[src/rtl/vga_pkg.sv]
// Shared definitions for the copper sequencer: instruction fields, opcodes, FSM states.
package vga_pkg;

  localparam int unsigned InstrW = 16;

  // Instruction field positions
  localparam int unsigned OpHi   = 15;
  localparam int unsigned OpLo   = 14;
  localparam int unsigned LineHi = 9;
  localparam int unsigned LineLo = 0;
  localparam int unsigned AddrHi = 11;
  localparam int unsigned AddrLo = 8;
  localparam int unsigned DataHi = 7;
  localparam int unsigned DataLo = 0;

  typedef enum logic [1:0] {
    OpWait  = 2'b00,
    OpWrite = 2'b01,
    OpNop   = 2'b10,
    OpEnd   = 2'b11
  } op_e;

  typedef enum logic [2:0] {
    StIdle  = 3'd0,
    StFetch = 3'd1,
    StExec  = 3'd2,
    StWait  = 3'd3,
    StHalt  = 3'd4
  } state_e;

  function automatic op_e get_op(input logic [InstrW-1:0] w);
    return op_e'(w[OpHi:OpLo]);
  endfunction

  function automatic logic [9:0] get_line(input logic [InstrW-1:0] w);
    return w[LineHi:LineLo];
  endfunction

  function automatic logic [3:0] get_addr(input logic [InstrW-1:0] w);
    return w[AddrHi:AddrLo];
  endfunction

  function automatic logic [7:0] get_data(input logic [InstrW-1:0] w);
    return w[DataHi:DataLo];
  endfunction

endpackage

[src/rtl/vga_copper_ram.sv]
// Display-list RAM: one write port, one synchronous read port with read enable.
// A read and write to the same entry on one edge returns the old contents.
module vga_copper_ram
  import vga_pkg::*;
#(
  parameter int unsigned DEPTH = 16,
  localparam int unsigned AW = (DEPTH > 1) ? $clog2(DEPTH) : 1
) (
  input  logic              clk,
  input  logic              we,
  input  logic [AW-1:0]     waddr,
  input  logic [InstrW-1:0] wdata,
  input  logic              re,
  input  logic [AW-1:0]     raddr,
  output logic [InstrW-1:0] rdata
);

  logic [InstrW-1:0] mem [DEPTH];

  // CPU write port; contents survive reset
  always_ff @(posedge clk) begin
    if (we) begin
      mem[waddr] <= wdata;
    end
  end

  // Read data is held when re is low so a stalled instruction stays visible
  always_ff @(posedge clk) begin
    if (re) begin
      rdata <= mem[raddr];
    end
  end

endmodule

[src/rtl/vga_copper.sv]
// Copper-style display-list sequencer: fetches 16-bit instructions each frame and
// issues timed register writes to the video datapath.
module vga_copper
  import vga_pkg::*;
#(
  parameter int unsigned DEPTH  = 16,
  parameter int unsigned REG_AW = 4,
  localparam int unsigned PW = (DEPTH > 1) ? $clog2(DEPTH) : 1
) (
  input  logic              clk,
  input  logic              rst_n,
  input  logic              enable,
  input  logic              list_we,
  input  logic [PW-1:0]     list_addr,
  input  logic [15:0]       list_wdata,
  input  logic [9:0]        y,
  input  logic              blank,
  output logic              reg_we,
  output logic [REG_AW-1:0] reg_addr,
  output logic [7:0]        reg_data,
  output logic [PW-1:0]     pc,
  output logic              halted
);

  localparam logic [PW-1:0] PcLast = PW'(DEPTH - 1);

  state_e            state_q, state_d;
  logic [PW-1:0]     pc_q, pc_d;
  logic              reg_we_q, reg_we_d;
  logic [REG_AW-1:0] reg_addr_q, reg_addr_d;
  logic [7:0]        reg_data_q, reg_data_d;
  logic [9:0]        y_q;
  logic              frame_start;
  logic              ram_re;
  logic [15:0]       ram_rdata;
  logic              step;
  op_e               op;

  vga_copper_ram #(
    .DEPTH(DEPTH)
  ) u_ram (
    .clk  (clk),
    .we   (list_we),
    .waddr(list_addr),
    .wdata(list_wdata),
    .re   (ram_re),
    .raddr(pc_q),
    .rdata(ram_rdata)
  );

  assign frame_start = (y_q != 10'd0) && (y == 10'd0);
  assign op          = get_op(ram_rdata);

  // Next-state, pc and register-write decode
  always_comb begin
    state_d    = state_q;
    pc_d       = pc_q;
    reg_we_d   = 1'b0;
    reg_addr_d = reg_addr_q;
    reg_data_d = reg_data_q;
    ram_re     = 1'b0;
    step       = 1'b0;

    if (!enable) begin
      state_d = StIdle;
      pc_d    = '0;
    end else if (frame_start) begin
      // Restart wins over anything in flight, including a pending write
      state_d = StFetch;
      pc_d    = '0;
    end else begin
      unique case (state_q)
        StIdle: begin
        end
        StFetch: begin
          ram_re  = 1'b1;
          state_d = StExec;
        end
        StExec: begin
          unique case (op)
            OpWait: begin
              if (y >= get_line(ram_rdata)) begin
                step = 1'b1;
              end else begin
                state_d = StWait;
              end
            end
            OpWrite: begin
              // Stall in EXEC until the beam is outside the visible area
              if (blank) begin
                reg_we_d   = 1'b1;
                reg_addr_d = REG_AW'(get_addr(ram_rdata));
                reg_data_d = get_data(ram_rdata);
                step       = 1'b1;
              end
            end
            OpNop: begin
              step = 1'b1;
            end
            OpEnd: begin
              state_d = StHalt;
            end
          endcase
        end
        StWait: begin
          if (y >= get_line(ram_rdata)) begin
            step = 1'b1;
          end
        end
        StHalt: begin
        end
        default: begin
          state_d = StIdle;
        end
      endcase

      // Completing the last entry halts instead of wrapping to 0
      if (step) begin
        if (pc_q == PcLast) begin
          state_d = StHalt;
        end else begin
          pc_d    = pc_q + 1'b1;
          state_d = StFetch;
        end
      end
    end
  end

  // State, pc, output and raster-line registers with synchronous reset
  always_ff @(posedge clk) begin
    if (!rst_n) begin
      state_q    <= StIdle;
      pc_q       <= '0;
      reg_we_q   <= 1'b0;
      reg_addr_q <= '0;
      reg_data_q <= '0;
      y_q        <= '0;
    end else begin
      state_q    <= state_d;
      pc_q       <= pc_d;
      reg_we_q   <= reg_we_d;
      reg_addr_q <= reg_addr_d;
      reg_data_q <= reg_data_d;
      y_q        <= y;
    end
  end

  assign reg_we   = reg_we_q;
  assign reg_addr = reg_addr_q;
  assign reg_data = reg_data_q;
  assign pc       = pc_q;
  assign halted   = (state_q == StHalt);

endmodule

[config.mk]
export PLATFORM = sky130hd
export DESIGN_NAME = vga_copper
export DESIGN_NICKNAME = d
export VERILOG_FILES = /design/src/rtl/vga_pkg.sv /design/src/rtl/vga_copper_ram.sv /design/src/rtl/vga_copper.sv
export SDC_FILE = /design/constraint.sdc
export NUM_CORES = 1
export LEC_CHECK = 0
export BUFFER_PORTS_ARGS = -buffer_cell sky130_fd_sc_hd__buf_2
export CELL_PAD_IN_SITES_DETAIL_PLACEMENT = 0
export CELL_PAD_IN_SITES_GLOBAL_PLACEMENT = 1
export CORE_UTILIZATION = 50
export CTS_BUF_LIST = sky130_fd_sc_hd__clkbuf_16
export DETAILED_ROUTE_END_ITERATION = 16
export MAX_ROUTING_LAYER = met4
export PLACE_DENSITY = 0.85
export SETUP_SLACK_MARGIN = 0.2
export SKIP_CTS_REPAIR_TIMING = 1
export SLEW_MARGIN = 30
export SYNTH_ARGS = -nofsm -noshare
export SYNTH_HDL_FRONTEND = slang
export SYNTH_SLANG_ARGS = --single-unit
[constraint.sdc]
create_clock -name clk -period 2.6 [get_ports clk]
set_input_delay 0.39 -clock clk [delete_from_list [all_inputs] [get_ports clk]]
set_output_delay 0.39 -clock clk [all_outputs]
set_load 0.02 [all_outputs]
# Word level (Yosys, flattened, before mapping)
# Memory sizes are Yosys's and may differ from the RTL's. A register that Yosys moved wholly into a read port is not among the register bits.
# Index checks and enable logic that the tools add are counted.
[word_totals] reg_bits=30 output_inout_bits=18 elab_cells=60 memories=1 ram_bits=256 in_bits=35
[classes] n_reduce_logical=13 eq_ne=14 addsub=1 n_lt_le_gt_ge=1 muxes=17 bitwise_logic=6
[memory_table] name="u_ram.mem" depth=16 width=16 read_ports=1 rd_ports_with_merged_regs=1 wr=1 line_no="vga_copper_ram.sv:18" text="logic [InstrW-1:0] mem [DEPTH];"
[ops] op=">= comparator 10 bit" n=1
[ops] op="zero test 10 bit" n=1
[ops] op="2-to-1 mux 1 bit" n=10
[ops] op="nonzero test 10 bit" n=1
[ops] op="2-to-1 mux 3 bit" n=3
[ops] op="one-hot mux 3 bit (3 select lines)" n=1
[ops] op="== test 3 x 2 -> 1 bit (second input constant)" n=2
[ops] op="inverter 1 bit" n=6
[ops] op="one-hot mux 3 bit (2 select lines)" n=1
[ops] op="AND reduction 3 bit" n=2
[ops] op="OR reduction 3 bit" n=2
[ops] op="!= test 5 x 3 -> 1 bit (second input constant)" n=1
[ops] op="!= test 5 bit (second input constant)" n=1
[ops] op="AND reduction 5 bit" n=1
[ops] op="OR reduction 5 bit" n=1
[ops] op="adder 4 x 1 -> 4 bit (second input constant)" n=1
[ops] op="== test 2 bit (second input constant)" n=2
[ops] op="== test 4 bit (second input constant)" n=1
[ops] op="!= test 4 x 2 -> 1 bit (second input constant)" n=1
[ops] op="!= test 4 bit (second input constant)" n=1
[ops] op="AND reduction 2 bit" n=2
[ops] op="== test 3 x 1 -> 1 bit (second input constant)" n=1
[ops] op="== test 3 bit (second input constant)" n=1
[ops] op="zero test 3 bit" n=1
[ops] op="other kinds (7)" n=7

# Logic depth before layout (Yosys ltp)
[depth] ltp_word=8 depth_mapped=8 ltp_nobuf=8

# Hierarchy
# From an unflattened synthesis, not the netlist that was laid out.
[unflattened] cells_unflattened=611 area_unflattened_um2=11815.1
[modules_own_cells] mod="vga_copper_ram" cells_per_inst=432 seq_area_each_um2=8167.8 n_inst=1 area_each_um2=10202.3
[modules_own_cells] mod="vga_copper" cells_per_inst=179 seq_area_each_um2=600.6 n_inst=1 area_each_um2=1612.8

# Worst setup path after synthesis
# No wires, ideal clock.
[synth_timing] path_kind="input to register" from="input list_addr[2]" to="memory u_ram.mem[0][0], enable pin" required_ps=2197 slack_ps=295 cell_stages=2 n_path_buf=0 setup_ps=403 t_arrival_ps=1902 path_cell_list="or3b_2 > nor3_1"
[synth_rtl] element="start: declaration" line_no="vga_copper.sv:14" text="input logic [PW-1:0] list_addr,"
[synth_rtl] element="end: declaration" line_no="vga_copper_ram.sv:18"
# No word-level cell before the write port.

# Worst setup path in the final report
[layout_timing] from="register u_ram.rdata[3], read port of u_ram.mem" to="register state_q[1]"
[layout_between] elab_chain_len=8 word_cells_on_any_way=11 classes_between="1 x order compare; 3 x eq/ne; 6 x mux; 1 x reduce/logical"
[layout_lines] element="start: declaration" line_no="vga_copper_ram.sv:15" text="output logic [InstrW-1:0] rdata"
[layout_lines] element=">= comparator 10 bit (*)" line_no="vga_copper.sv:82, vga_copper.sv:106"
[layout_lines] element="2-to-1 mux 1 bit" line_no="vga_copper.sv:82, vga_copper.sv:106"
[layout_lines] element="one-hot mux 1 bit (3 select lines)" line_no="vga_copper.sv:80" text="unique case (op)"
[layout_lines] element="one-hot mux 1 bit (2 select lines)" line_no="vga_copper.sv:72" text="unique case (state_q)"
[layout_lines] element="2-to-1 mux 1 bit" line_no="vga_copper.sv:67" text="end else if (frame_start) begin"
[layout_lines] element="2-to-1 mux 1 bit" line_no="vga_copper.sv:64" text="if (!enable) begin"
[layout_lines] element="!= test 4 x 2 -> 1 bit (no source line), or another cell as far along"
[layout_lines] element="AND reduction 3 bit (no source line)"
[layout_lines] element="end signal: assignment" line_no="vga_copper.sv:132" text="state_q <= StIdle;"
[layout_lines] element="end signal: assignment" line_no="vga_copper.sv:139" text="state_q <= state_d;"
[layout_lines] element="end: declaration" line_no="vga_copper.sv:27" text="state_e state_q, state_d;"
# Mark *: on every way between the ends. The rest lies on a longest branch, timed or not. The select of a mux whose other input is x is not followed.
# A chain may end at the register's enable or synchronous reset.

==> impl_metrics.toml <==
[final_layout]
nNetsFinal = 654
syn_to_final_growth_pct = 14.8
drive_above_1_share_pct = 31.3

[sta]
relSlewSlack_pct = 59.3
hold_viol = 0
worst_pin_slew_ps = 607
fmax_ghz = 0.446
skew_ps = 19.6
hold_slack_ps = 103
grt_setup_unrepaired = "false"
slew_viol_final = 0
period_share_pct = 86.2
setup_violations = 0
layout_min_cycle_time_ps = 2240
tns_ps = 0

[die]
die_y_um = 147
core_region_area_um2 = 20400
dieWidth_um = 147
dieArea_um2 = 21600
rows = 52
pin_count = 53
start_util_pct = 51.5

[critical_path]
path_cells = "inv_1 -> ha_1 -> a211o_1 -> a21oi_1 -> o21ai_1 -> a311o_1 -> o211a_1 -> o221a_1"
crit_family = "compound AO/OA/AOI/OAI gates"
max_stage_delay_ps = 400
rrSetupSlack_ps = 360
crit_fanout = 7
critPathArrivalTime_ps = 2660
endpoint_kind = "flip-flop"
crit_required_ps = 3020
worst_setup_path_start_kind = "flip-flop"
worst-path-buf-inv = 1
worstSetupPathType = "flip-flop to flip-flop"
cp_slowest_cell = "edfxtp_1"

[synthesis]
synth-xor-area-share_pct = 0
synthAdderAreaFrac_pct = 1.78
synth_cell_types = 45
syn_inst = 520
ys.flop_type = "edfxtp_1"
syn-num-nets = 570
syn_area_um2 = 10500
yosys.area_share.simple_pct = 4.73
synth_mux_area_share_pct = 16.1
syn_avg_cell_area_um2 = 20.2
synth_top_cell_by_area = "edfxtp_1"
synth_top_family_by_area = "multiplexers"
yosys_warnings = 0
synth_compound_area_share_pct = 2.13
synth_top_area_share_pct = 67.9
ys_ff_latch = 268
synth_edf_count = 238
ys_seq_area_share_pct = 73.7
netlist_top_cells_area = "edfxtp_1, mux4_2, dfxtp_1"
synthArstFlopShare_pct = 0

[grt]
track_usage_pct = 20.7
grt_max_degree = 33
use_met2_pct = 33.3
grt_pass1_wl_mm = 31.9
grt_util_met3_pct = 4.01
grt_pass1_vias = 5447
use_met1_pct = 27.5
grt-busiest-layer = "met2"
overflow = 0
antenna_found_initial = 1

[power]
p_leak_nw = 4.06
vdd_drop_max_mv = 0.512
p_clk_share_pct = 42.1
power_density_nw_per_um2 = 712
power_mw = 8.59
p_switching_mw = 1.71
internal-power_mw = 6.88
seq_power_share_pct = 55.6
switching_share_pct = 19.9
pwr-share-comb_pct = 2.3

[clocking]
htreeDepth = 1
cts_buffers = 28
clock-root-buffer = "clkbuf_16"
clk_path_buf_depth = 3
cts_tree = "built"
clock-sinks = 268
path_clk_slew_ps = 60
insertion_delay_ps = 550

[placement]
numPortBuffers = 50
gp_congestion = 0.876
dp_hpwl_mm = 12.1

[route]
vias = 5260
dr.pass1.iters = 5
antenna_left = 0
drt_wl_total_mm = 20.9
avgRoutedWirePerCell_um = 23.3
avgViaCountPerCell = 5.88
drt-initial-drc-count = 471
remaining_drc_errors = 0

[status]
outcome = "completed"

[min_path]
worstHoldPathType = "input port to flip-flop"

[job]
max_cap_viol_count = 0
==> layout by cell type (no fill, tap or decap), types with 4 or more instances in the layout <==
master	n
nor4_1	4
clkinv_2	9
nor3_1	4
and2_1	13
nor2b_1	15
dfxtp_1	28
mux2i_1	12
buf_4	23
a21oi_1	9
nor3_2	4
nand2_1	7
clkinv_1	7
nor2_1	17
ha_1	15
edfxtp_1	238
mux4_2	70
nand3_1	8
buf_2	50
nand4_1	4
inv_1	14
clkbuf_16	28
nand2b_1	4
==> power by group through the flow <==
stage          logic (mW)  clock network, mW  registers [mW]
4_1_cts             0.196               3.69            4.78
6_report            0.196               3.62            4.78
3_3_place_gp        0.181                  0            4.86
5_1_grt             0.214               3.84            4.79
3_5_place_dp        0.195                  0            4.87
2_1_floorplan      0.0800                  0            4.87
==> synthesized netlist by cell type (2+ instances only) <==
cell / n
nor2_1: 17
buf_2: 6
mux2i_1: 12
o2bb2ai_1: 2
and3_1: 3
nand3b_1: 2
ha_1: 15
a21oi_1: 9
a31o_1: 2
nand3_1: 8
a31oi_1: 3
mux4_2: 70
nor2b_1: 15
nor4_1: 4
nor3_1: 8
inv_1: 12
o21a_1: 2
nand2_1: 7
buf_1: 4
edfxtp_1: 238
nand4_1: 4
dfxtp_1: 30
buf_8: 2
clkbuf_1: 7
o21ai_1: 3
nand2b_1: 4
and2_1: 13
==> kinds of logic (layout without fill, tap and decap cells) <==
| family | Yosys count | in the layout |
|---|---|---|
| compound gates | 32 | 32 |
| buf+inv | 33 | 137 |
| mux | 82 | 82 |
| flops | 268 | 268 |
| other cells | 0 | 1 |
| fa+ha+maj | 15 | 15 |
| simple gates | 90 | 90 |
==> through the flow <==
stage	util, %	instance area, µm²	cells	setup WS (ps)
6_report	59.1	12100	895	360
3_5_place_dp	54.9	11200	844	231
2_1_floorplan	-	10500	520	295
4_1_cts	59.1	12100	894	357
5_1_grt	59.1	12100	895	222
3_3_place_gp	54.9	11200	844	316
==> per-layer routing <==
metal	up-vias	share of wire (%)
li1	2296	-
met1	2707	41
met2	221	50
met3	36	7.5
met4	0	2.0
met5	-	0
==> worst paths after layout <==
| kind | from | end | cells past startpoint |
|---|---|---|---|
| min reg2reg | reg_data[3] | reg_data[3] | 2 |
| max | u_ram.rdata[3] | state_q[1] | 8 |
| max reg2reg | u_ram.rdata[3] | state_q[1] | 8 |
| min | y[0] | y_q[0] | 2 |
==> layout make-up <==
cell class	count	area [µm²]
antenna	1	2.50
clock inverter	22	140
clock buffer	28	701
sequential	268	7750
timing repair buffer	75	463
multi-input combinational	219	2630
inverter	12	45.0
fill	1500	8360
tap	270	338
==> sequential cells by signal, summed over array words and instances (netlist names) <==
signal       cells
state_q          3
u_ram.mem      224
y_q             10
u_ram.rdata     14
reg_addr         4
reg_we           1
reg_data         8
pc               4
No activity file was read; power rests on OpenSTA's default activity.
